File: src/rtl/shift_reg_pkg.sv
// Shared types for the universal shift register: mode codes and shift direction.
package shift_reg_pkg;

  typedef enum logic [1:0] {
    HOLD = 2'b00,
    SHR  = 2'b01,
    SHL  = 2'b10,
    LOAD = 2'b11
  } shiftMode_t;

  typedef enum logic {
    DIR_R = 1'b0,
    DIR_L = 1'b1
  } dir_t;

endpackage

File: src/rtl/shift_bit_counter.sv
// Word-framing counter: counts same-direction shifts and pulses wordValid
// when WIDTH of them have completed. A direction change starts a new word.
module shift_bit_counter
  import shift_reg_pkg::*;
#(
  parameter int unsigned WIDTH = 8
) (
  input  logic                     clk,
  input  logic                     rst_n,
  input  logic                     shift,
  input  dir_t                     dir,
  input  logic                     load,
  output logic [$clog2(WIDTH)-1:0] bitCount,
  output logic                     wordValid
);

  localparam int unsigned CntW = $clog2(WIDTH);
  localparam logic [CntW-1:0] LastCnt = CntW'(WIDTH - 1);

  logic [CntW-1:0] cntQ, cntD;
  dir_t            lastDirQ, lastDirD;
  logic            wordValidQ, wordValidD;

  always_comb begin
    cntD       = cntQ;
    lastDirD   = lastDirQ;
    wordValidD = 1'b0;
    if (load) begin
      cntD = '0;
    end else if (shift) begin
      if (dir != lastDirQ) begin
        // The reversed shift is bit 1 of a fresh word.
        cntD     = CntW'(1);
        lastDirD = dir;
      end else if (cntQ == LastCnt) begin
        cntD       = '0;
        wordValidD = 1'b1;
      end else begin
        cntD = cntQ + CntW'(1);
      end
    end
  end

  always_ff @(posedge clk or negedge rst_n) begin
    if (!rst_n) begin
      cntQ       <= '0;
      lastDirQ   <= DIR_R;
      wordValidQ <= 1'b0;
    end else begin
      cntQ       <= cntD;
      lastDirQ   <= lastDirD;
      wordValidQ <= wordValidD;
    end
  end

  assign bitCount  = cntQ;
  assign wordValid = wordValidQ;

endmodule

File: src/rtl/param_shift_register.sv
// Parametrised universal shift register (hold / shift right / shift left / load)
// with word framing. Define SHIFT_REG_ROTATE_EN to make the rotate input effective.
module param_shift_register
  import shift_reg_pkg::*;
#(
  parameter int unsigned WIDTH = 8
) (
  input  logic                     clk,
  input  logic                     rst_n,
  input  logic [1:0]               mode,
  input  logic                     serialInR,
  input  logic                     serialInL,
  input  logic                     rotate,
  input  logic [WIDTH-1:0]         parallelIn,
  output logic                     serialOut,
  output logic [WIDTH-1:0]         parallelOut,
  output logic [$clog2(WIDTH)-1:0] bitCount,
  output logic                     wordValid
);

  shiftMode_t       modeS;
  logic [WIDTH-1:0] dataQ, dataD;
  logic             serialQ, serialD;
  logic             inR, inL;

  assign modeS = shiftMode_t'(mode);

`ifdef SHIFT_REG_ROTATE_EN
  assign inR = rotate ? dataQ[0] : serialInR;
  assign inL = rotate ? dataQ[WIDTH-1] : serialInL;
`else
  logic rotateUnused;
  assign rotateUnused = rotate;
  assign inR = serialInR;
  assign inL = serialInL;
`endif

  always_comb begin
    dataD   = dataQ;
    serialD = serialQ;
    unique case (modeS)
      HOLD: ;
      SHR: begin
        dataD   = {inR, dataQ[WIDTH-1:1]};
        serialD = dataQ[0];
      end
      SHL: begin
        dataD   = {dataQ[WIDTH-2:0], inL};
        serialD = dataQ[WIDTH-1];
      end
      LOAD: dataD = parallelIn;
    endcase
  end

  always_ff @(posedge clk or negedge rst_n) begin
    if (!rst_n) begin
      dataQ   <= '0;
      serialQ <= 1'b0;
    end else begin
      dataQ   <= dataD;
      serialQ <= serialD;
    end
  end

  assign parallelOut = dataQ;
  assign serialOut   = serialQ;

  shift_bit_counter #(
    .WIDTH(WIDTH)
  ) uCounter (
    .clk      (clk),
    .rst_n    (rst_n),
    .shift    ((modeS == SHR) || (modeS == SHL)),
    .dir      ((modeS == SHL) ? DIR_L : DIR_R),
    .load     (modeS == LOAD),
    .bitCount (bitCount),
    .wordValid(wordValid)
  );

endmodule

File: config.mk
export PLATFORM = sky130hd
export DESIGN_NAME = param_shift_register
export DESIGN_NICKNAME = d
export VERILOG_FILES = /design/src/rtl/shift_reg_pkg.sv /design/src/rtl/shift_bit_counter.sv /design/src/rtl/param_shift_register.sv
export SDC_FILE = /design/constraint.sdc
export NUM_CORES = 1
export LEC_CHECK = 0
export CAP_MARGIN = 10
export CORE_AREA = 2 2 45 47
export DETAILED_ROUTE_END_ITERATION = 10
export DIE_AREA = 0 0 47 49
export GPL_ROUTABILITY_DRIVEN = 0
export GPL_TIMING_DRIVEN = 0
export PLACE_DENSITY = 0.8
export RECOVER_POWER = 25
export SETUP_SLACK_MARGIN = 0.05
export SLEW_MARGIN = 20
export SYNTH_ARGS = -nofsm -noshare
export SYNTH_HDL_FRONTEND = slang
export SYNTH_SLANG_ARGS = --single-unit
File: constraint.sdc
create_clock -name clk -period 2.5 [get_ports clk]
set_input_delay 0.5 -clock clk [delete_from_list [all_inputs] [get_ports clk]]
set_output_delay 0.5 -clock clk [all_outputs]
set_load 0.02 [all_outputs]
# After elaboration in Yosys (flattened, before gate mapping)
# Cells that the tools add are included.
dict set report op_classes {
  order_cmp 0
  n_eq_ne 5
  reduce_logical 5
  muxes 11
  multipliers 0
  div_mod_pow 0
  bitwise_logic 1
  n_shift 0
  add_sub_neg 1
}
# operator count
set op_table {}
lappend op_table {{$pmux W8 S3} 1}
lappend op_table {{$mux W3} 4}
lappend op_table {{$mux W1} 5}
lappend op_table {{$eq A2 B2 Y1 const B} 2}
lappend op_table {{$reduce_bool A2 Y1} 2}
lappend op_table {{$add A3 B1 Y3 const B} 1}
lappend op_table {{$eq A3 B3 Y1 const B} 1}
lappend op_table {{$reduce_and A3 Y1} 1}
lappend op_table {{$reduce_bool A3 Y1} 1}
lappend op_table {{$eq A2 B1 Y1 const B} 1}
lappend op_table {{$pmux W1 S2} 1}
lappend op_table {{$logic_or A1 B1 Y1} 1}
lappend op_table {{$ne A1 B1 Y1} 1}
lappend op_table {{$not A1 Y1} 1}
dict set report word_totals {
  elab_cells 28
  latch_bits 0
  rom_bits 0
  ram_bits 0
  reg_bits 14
  mem_count 0
}

# Depth between registers and ports, before layout
# Gate-level depths: netlist (run 1).
dict set report depth {
  ltp_word 6
  mapped_depth 6
  depth_no_buf 5
}

# Modules after synthesis
# A second synthesis (run 1) with hierarchy kept.
dict set report unflattened {
  cells_unflattened 82
  area_unflattened_um2 852.1
}
# module seq_area_each_um2 cells_per_inst instances area_each_um2
set modules_own_cells {}
lappend modules_own_cells {param_shift_register 225.2 64 1 609.3}
lappend modules_own_cells {shift_bit_counter 125.1 18 1 242.7}

# Worst setup path after synthesis (run 1)
# No wires, ideal clock.
dict set report synth_path {
  kind {in2reg}
  startpoint {input mode[0]}
  endpoint {register uCounter.wordValidQ (netlist: uCounter.wordValid)}
  arrival_ns 1.331
  path_buffers 1
  setup_ns 0.120
  slack_ns 1.048
  required_time_ns 2.380
  stages 6
  cell_sequence {inv_1 ha_1 buf_6 xor2_1 nor2_1 and3_2}
}
dict set report synth_via {
  elab_chain_len 6
  word_cells_on_any_way 9
  classes_between {eq/ne (4); mux (4); reduce/logical (1)}
}
# element line_no
set synth_lines {}
lappend synth_lines {{start: declaration} param_shift_register.sv:10} ;# input logic [1:0] mode,
lappend synth_lines {{$eq A2 B2 Y1} param_shift_register.sv:74} ;# .dir ((modeS == SHL) ? DIR_L : DIR_R),
lappend synth_lines {{$mux W1} param_shift_register.sv:74}
lappend synth_lines {{net uCounter.dir} shift_bit_counter.sv:11} ;# input dir_t dir,
lappend synth_lines {{$ne A1 B1 Y1} shift_bit_counter.sv:31} ;# if (dir != lastDirQ) begin
lappend synth_lines {{$mux W1} shift_bit_counter.sv:31}
lappend synth_lines {{$mux W1} shift_bit_counter.sv:30} ;# end else if (shift) begin
lappend synth_lines {{$mux W1} shift_bit_counter.sv:28} ;# if (load) begin
lappend synth_lines {{net uCounter.wordValidD} shift_bit_counter.sv:22} ;# logic wordValidQ, wordValidD;
lappend synth_lines {{end signal: assignment} shift_bit_counter.sv:52} ;# wordValidQ <= wordValidD;
lappend synth_lines {{end: declaration} shift_bit_counter.sv:22}
# The timed path passes the listed nets, and every way through them passes these cells.
# A chain may end at the register's enable or synchronous reset.

# Final worst setup path (run 1)
dict set report layout_path {
  startpoint {register dataQ[7] (netlist: parallelOut[7])}
  endpoint {output parallelOut[7]}
}
# element line_no
set layout_rtl {}
lappend layout_rtl {{start: declaration} param_shift_register.sv:22} ;# logic [WIDTH-1:0] dataQ, dataD;
lappend layout_rtl {{start signal: assignment} param_shift_register.sv:60} ;# dataQ <= dataD;
lappend layout_rtl {{end: declaration} param_shift_register.sv:16} ;# output logic [WIDTH-1:0] parallelOut,
# No word-level cell between the ends.

==> results of run 1 <==
-- final cells by class --
type	instances	area, µm²	area share (%)
tap	27	33.8	2.92
timing repair buffer	26	260	22.5
sequential	14	350	30.2
clock buffer	4	36.3	3.13
multi-input combinational	63	427	36.8
buffer	5	43.8	3.78
inverter	2	7.51	0.648
-- layer usage --
layer  GRT usage [%]  vias up  wire, µm
li1                -      356         -
met1            22.8      341       756
met2            26.9       17       892
met3            3.70        2        70
met4            6.02        0        14
met5               0        -         0
-- where the power goes --
group	internal, mW	switching, mW	total (mW)
Clock	0.0885	0.0762	0.165
Sequential	0.265	0.0367	0.302
Combinational	0.144	0.124	0.268
-- state kept, by name, indices dropped and copies added (netlist names) --
name                flops
parallelOut             8
serialOut               1
uCounter.bitCount       3
uCounter.lastDirQ       1
uCounter.wordValid      1
-- cell families (layout without fill, tap and decap cells) --
family	Yosys count	after routing	synth area share [%]
adders and majority gates	6	6	9.06
muxes	2	2	2.57
buffers and inverters	7	37	6.19
and+or+nand+nor	25	25	18.9
DFF	14	14	42.3
xor gates and xnor gates	1	1	1.06
AOI/OAI and AO/OA	29	29	19.9
-- final timing paths --
path                                       from              endpoint  slack, ps
max                              parallelOut[7]        parallelOut[7]        680
min                           uCounter.lastDirQ     uCounter.lastDirQ        530
max reg2reg                uCounter.bitCount[0]  uCounter.bitCount[2]       1170
min reg2reg                   uCounter.lastDirQ     uCounter.lastDirQ        530
max in group asynchronous                 rst_n             serialOut       1430
min in group asynchronous                 rst_n  uCounter.bitCount[1]        670
-- cells in the final DEF, fill, tap and decap left out, types with 3 or more instances in the layout --
cell / Yosys / layout
a21oi_1: 25 / 25
buf_6: 3 / 3
clkbuf_4: 0 / 3
clkdlybuf4s50_1: 0 / 25
dfrtp_1: 14 / 14
ha_1: 6 / 6
nor2_1: 4 / 4
nor2b_1: 9 / 9
nor3b_1: 9 / 9
==> out/qor.yml, run 1 <==
maxSlewViolCount: 0
core_um2: 1840
tritoncts_num_sinks: 14
syn_to_final_growth_pct: 39.9
finalPower_mw: 0.735
utilization_pct: 62.9
route.detailed.drc: 0
tightestPinTransition_ps: 621
cts_root_buffer: "clkbuf_4"
antenna_cells: 0
die_w_um: 47
finalHoldViolCount: 0
cpLargestDelayFamily: "buffers and inverters"
setup_total_negative_slack_ps: 0
routed-via-count: 716
final_layout_size_suffix_gt1_share_pct: 12.3
cts-resized-gates: 0
synth_area_leaders: "dfrtp_1 42%, a21oi_1 15%, ha_1 9.1%"
grt_pass1_vias: 701
wl_um: 1730
number_of_cells_on_the_worst_reg_to_reg_path: 4
worst_hold_path_type: "reg -> reg"
num-fill-cells: 180
timing.fmax_mhz: 550
dominantRegCellSynth: "dfrtp_1"
syn_area_per_cell_um2: 9.86
drt_pass1_iterations: 4
p_leak_nw: 0.499
place_ws_ps: 461
grt_start_max_net_pins: 15
final.hold.worst_slack_ps: 532
crit_chain: "clkdlybuf4s50_1"
clk_latency_ps: 280
boundaryPins: 28
cts_hold_buffers: 0
finalWorstSetupSlack_ps: 681
min_path_cells: 1
commonest_cells_in_the_netlist: "25 x a21oi_1, 14 x dfrtp_1, 9 x nor2b_1, 9 x nor3b_1, 6 x ha_1"
viasPerCell: 5.08
drt-initial-drc-count: 3
max-cap-violations: 0
globalRoute.totalOverflow: 0
grt_setup_unrepaired: "false"
path_class: "reg -> out"
antenna_violating_nets_post_route: 0
wire_length_of_the_first_global_routing_pass_um: 2950
dieArea_um2: 2300
ys_seq_elements: 14
synth_top_area_share_pct: 42.3
mappedNetlistNets: 105
synth.most_common_cell: "a21oi_1"
fin_cells: 141
inserted_clock_buffers: 3
synthesis.instances: 84
crit_cells: 1
finalSetupViolCount: 0
worst_vdd_drop_uv: 326
crit_path_max_delay_cell_type: "clkdlybuf4s50_1"
synth_enable_flop_cells: 0
clkTransAtPathRegs_ps: 90
timing.critical_path.to_type: "output pin"
quantity_of_i_o_buffers_inserted_on_ports: 26
run_status: "complete, no violations"
cts.repair_timing.setup_buffer_count: 0
row_count: 16
tritoncts_clock_tree: "yes"
syn-cell-area_um2: 828
synth.lib_cells_used.distinct: 19
yosysWarningCount: 0
maximum_buffer_depth_of_the_clock_tree: 2
number_of_instances_in_the_placed_design: 137
max-slew-margin-rel_pct: 58.4
critical_path_buf_inv_count: 1
htreeDepth: 1
timing.critical_path.arrival_ps: 1320
detailed_place.area_um2: 1120
period_minus_slack_ps: 1820
number_of_antenna_violations_at_the_first_check_in_global_routing: 0
die_height_um: 49
finalNetCount: 136
groute.usage.overall_pct: 17.2
dpl.hpwl_um: 1280
start_util_pct: 45.0
finish.instance_area_um2: 1160
postSynth.asyncResetShare_pct: 100
layout_worst_path_cycle_share_pct: 72.8
critical_path.startpoint_type: "register"
post-synth-top-area-cell: "dfrtp_1"
worst_ep_required_time_ps: 2000
ys_seq_area_share_pct: 42.3
p_per_area_nw_per_um2: 634
critical_path.max_fanout: 4
slowest_delay_ps: 630
timing.clock.skew_ps: 2.16
post_drt_wl_per_cell_um: 12.3
(Power assumes the default switching activity.)
==> inputs of run 2 (changes only) <==
--- a/config.mk
+++ b/config.mk
@@ -6,12 +6,12 @@
 export NUM_CORES = 1
 export LEC_CHECK = 0
 export CAP_MARGIN = 10
-export CORE_AREA = 2 2 45 47
+export CORE_AREA = 2 2 47 49
 export DETAILED_ROUTE_END_ITERATION = 10
-export DIE_AREA = 0 0 47 49
+export DIE_AREA = 0 0 49 51
 export GPL_ROUTABILITY_DRIVEN = 0
 export GPL_TIMING_DRIVEN = 0
-export PLACE_DENSITY = 0.8
+export PLACE_DENSITY = 0.74
 export RECOVER_POWER = 25
 export SETUP_SLACK_MARGIN = 0.05
 export SLEW_MARGIN = 20
==> constraint.sdc (replaced) <==
create_clock -name clk -period 1.83 [get_ports clk]
set_input_delay 0.366 -clock clk [delete_from_list [all_inputs] [get_ports clk]]
set_output_delay 0.366 -clock clk [all_outputs]
set_load 0.02 [all_outputs]
==> run 2 against run 1 <==
Effect of this change: cell area decreased by 1.1%; total power grew 29%; hold slack gained 5.1 ps; via count down 0.56%; clock skew about the same; flip-flop and latch count did not move; critical path depth stayed put; global-route usage is 0.20 points lower; clock power rose by 4%; register-to-register slack got worse by 670 ps; core utilization is 7.4 points lower; die area up 8.5%; critical path type unchanged.
==> out/qor.yml, run 2 (same netlist as run 1, synthesis figures left out) <==
run_status: "complete, no violations"
maximum_buffer_depth_of_the_clock_tree: 2
slowest_delay_ps: 620
path_class: "reg -> out"
number_of_cells_on_the_worst_reg_to_reg_path: 4
max-slew-margin-rel_pct: 56.4
viasPerCell: 5.05
clk_latency_ps: 270
dieArea_um2: 2500
globalRoute.totalOverflow: 0
mostFrequentLayoutCells: "25 x a21oi_1, 25 x clkdlybuf4s50_1, 14 x dfrtp_1"
reg2reg_slack_ps: 500
die_height_um: 51
post_drt_wl_per_cell_um: 12.9
layout_worst_path_cycle_share_pct: 91.1
critical_path.reg2reg.startpoint: "uCounter.bitCount[0]"
inserted_clock_buffers: 3
timing.critical_path.to_type: "output pin"
finalSetupViolCount: 0
layout.area.seq_um2: 350
critical_path_buf_inv_count: 1
grt_pass1_vias: 726
drt-initial-drc-count: 18
dpl.hpwl_um: 1310
cts-resized-gates: 0
drt_pass1_iterations: 4
timing.critical_path.arrival_ps: 1300
quantity_of_i_o_buffers_inserted_on_ports: 26
worst_vdd_drop_uv: 479
cpLargestDelayFamily: "buffers and inverters"
largest_register_ffs: 8
critical_path.startpoint_type: "register"
min_path_cells: 1
p_leak_nw: 0.491
max-cap-violations: 0
crit_chain: "clkdlybuf4s50_1"
crit_path_max_delay_cell_type: "clkdlybuf4s50_1"
multiInputGateArea_um2: 427
num-fill-cells: 210
htreeDepth: 1
grt_setup_unrepaired: "false"
setup_total_negative_slack_ps: 0
tritoncts_num_sinks: 14
p_per_area_nw_per_um2: 829
final_layout_size_suffix_gt1_share_pct: 11.5
worst_ep_required_time_ps: 1460
cts.repair_timing.setup_buffer_count: 0
boundaryPins: 28
timing.fmax_mhz: 600
finalNetCount: 136
core_um2: 2060
tightestPinTransition_ps: 652
number_of_antenna_violations_at_the_first_check_in_global_routing: 0
hold_start: "uCounter.lastDirQ"
clkTransAtPathRegs_ps: 80
route.detailed.drc: 0
antenna_violating_nets_post_route: 0
maxSlewViolCount: 0
die_w_um: 49
critical_path.startpoint: "parallelOut[4]"
period_minus_slack_ps: 1670
antenna_cells: 0
worst_hold_path_type: "reg -> reg"
syn_to_final_growth_pct: 38.4
cts_hold_buffers: 0
critical_path.max_fanout: 4
wl_um: 1820
min_to: "uCounter.lastDirQ"
r2r_end: "uCounter.bitCount[2]"
wire_length_of_the_first_global_routing_pass_um: 3220
cts_root_buffer: "clkbuf_4"
grt_start_max_net_pins: 15
finalHoldViolCount: 0
timing.clock.skew_ps: 1.92
start_util_pct: 40.1
tritoncts_clock_tree: "yes"
groute.usage.overall_pct: 17.0
utilization_pct: 55.5
row_count: 17
routed-via-count: 712
-- run 2: cell count changes in the layout (fill, tap and decap cells not counted) --
cell / before / now
clkbuf_8: 1 / 0
-- run 2: power breakdown --
part	internal [mW]	total [mW]	switching (mW)
combinational	0.197	0.365	0.169
clock	0.0761	0.172	0.0963
sequential	0.363	0.413	0.0502
total	0.635	0.950	0.315
-- run 2: worst max path at each step --
stage,endpoint,cells after the start
6_report,parallelOut[4],1
5_1_grt,parallelOut[5],6
4_1_cts,parallelOut[7],1
3_5_place_dp,parallelOut[1],6
3_3_place_gp,uCounter.wordValid,7
2_1_floorplan,uCounter.bitCount[2],4
-- run 2: per-stage QoR --
step                std cells  total power, mW  cell area [µm²]  hold WS (ps)  setup WS, ps
finish                    141            0.950             1150           537           164
global route              141             1.02             1150           566          73.0
CTS                       141            0.960             1150           510           158
detailed placement        138            0.787             1120           516         -86.0
global placement          138            0.781             1120           511         -65.6
floorplan                  84            0.617              828          70.4           447
-- run 2: metal layers --
metal  global-route usage [%]  wire length (µm)  vias up  share of wire, %
met4                     8.10                31        0               1.7
met3                     3.80                86        6               4.7
met5                        0                 0        -                 0
li1                         -                 -      353                 -
met1                     21.4               830      332                46
met2                     27.9               873       21                48
-- run 2: cell type report --
cell class                      count  share of cell area, %
Buffer                              5                   3.82
Clock buffer                        3                   1.97
Inverter                            2                  0.655
Multi-Input combinational cell     63                   37.2
Sequential cell                    14                   30.6
Tap cell                           28                   3.06
Timing Repair Buffer               26                   22.7
==> RTL edit (settings of run 1) <==
Build with the macro `SHIFT_REG_ROTATE_EN` defined.
--- a/src/rtl/param_shift_register.sv
+++ b/src/rtl/param_shift_register.sv
@@ -2,2 +2,4 @@
 // with word framing. Define SHIFT_REG_ROTATE_EN to make the rotate input effective.
+`define SHIFT_REG_ROTATE_EN
+
 module param_shift_register
Check against the original RTL: not equivalent (Yosys sat finds a counterexample within 4 cycles, from zero or initial values and one cycle with rst_n low).
==> RTL edit against run 1 <==
- sequential cell count is the same
- worst setup slack lost 0.029 ns
- area after synthesis grew 1.7%
- cell area grew 0.86%
- wire length grew 7.6%
- non-clock buffer count grew 1
- total power shrank 4.2%
- count of clock-buffer cells in the layout shrank 1
- largest cell class unchanged
==> RTL edit: results (changes against run 1) <==
metric	value	unit	change
outcome	finished clean		
Clock buf/inv share	0.0193		-0.0120
clk_skew	0.000820	ns	-0.00134 ns
Fillers	161		-11%
Clk pin slew, worst setup/hold paths	0.08	ns	
global-route met3 utilization	0.0333		-0.00370
Area contributors post-synth	dfrtp_1 42%, a21oi_1 14%, ha_1 8.9%		
vias per inst	5.13		+0.96%
Synth Cell Area	842	um2	+1.7%
Multi-Input Combinational	64		+1.6%
multi-input gate share of total cell area	0.378		+0.00969
first-pass GRT wire length	3120	um	+5.8%
Max Fanout on Critical Path	8		+4
routing usage on met2	0.279		+0.00913
Met3 Routed Length	126	um	+80%
GRT Util Overall	0.178		+0.00640
distinct cell type count after synthesis	21		+2
Leakage	0.501	nW	+0.53%
compound-gate portion of the synthesized area	0.192		-0.00772
Place WS	0.370	ns	-0.0912 ns
nets@finish	138		+1.5%
Met1 Wirelength	841	um	+11%
post-DP HPWL	1390	um	+8.5%
sequential share of cell area	0.300		-0.00259
non-clock buffer count	32		+3.2%
routed len/inst	13.1	um	+6.9%
WHS	0.528	ns	-0.00410 ns
adder-cell share of the synthesized area	0.0892		-0.00148
vias in the first global route	698		-0.43%
Synthesized Nets	106		+0.95%
hold path startpoint	serialOut		
warnings from Yosys	0		unchanged
commonest cells in the synthesized netlist	23 x a21oi_1, 14 x dfrtp_1, 9 x nor2b_1		
post-synthesis xor/xnor area fraction	0.0104		-0.000173
slew at the pin with the worst max-slew slack	0.654	ns	+0.0331 ns
IO buf count	27		+3.8%
signal buffers share of area	0.268		+0.00525
maximum VDD drop	0.331	mV	+1.4%
clkbuf count	3		-1
detailed router's first-iteration violation count	15		+12
Final period util	0.740		+0.0118
share of the yosys chip area belonging to registers	0.416		-0.00691
drt pass-1 iters	5		+1
routed wire length on met2	887	um	-0.56%
mux share of post-synthesis cell area	0.0505		+0.0248
CP Capture Point	parallelOut[7]		
share of cells above drive strength 1	0.0870		-0.0359
WP data arrival	2.00	ns	+0.68 ns
==> RTL edit: power by group <==
part / switching [mW] / total (mW) / internal, mW
Sequential: 0.0387 / 0.305 / 0.266
Combinational: 0.129 / 0.278 / 0.149
Clock: 0.0656 / 0.121 / 0.0557
==> RTL edit: worst min path at each step <==
stage / to / cells after the start
finish: serialOut / 2
global route: uCounter.lastDirQ / 1
CTS: serialOut / 2
detailed placement: serialOut / 2
global placement: serialOut / 2
floorplan: parallelOut[0] / 0
==> RTL edit: stage by stage <==
stage / cells / utilization
global route: 142 / 0.635
floorplan: 85 / -
global placement: 139 / 0.622
CTS: 142 / 0.635
finish: 142 / 0.635
detailed placement: 139 / 0.622
==> RTL edit: worst max-delay path, stage by stage <==
cell,delay (ns)
clkdlybuf4s50_1,0.49
inv_1,0.08
ha_1,0.23
o21a_1,0.29
a221oi_1,0.30
a21oi_1,0.10
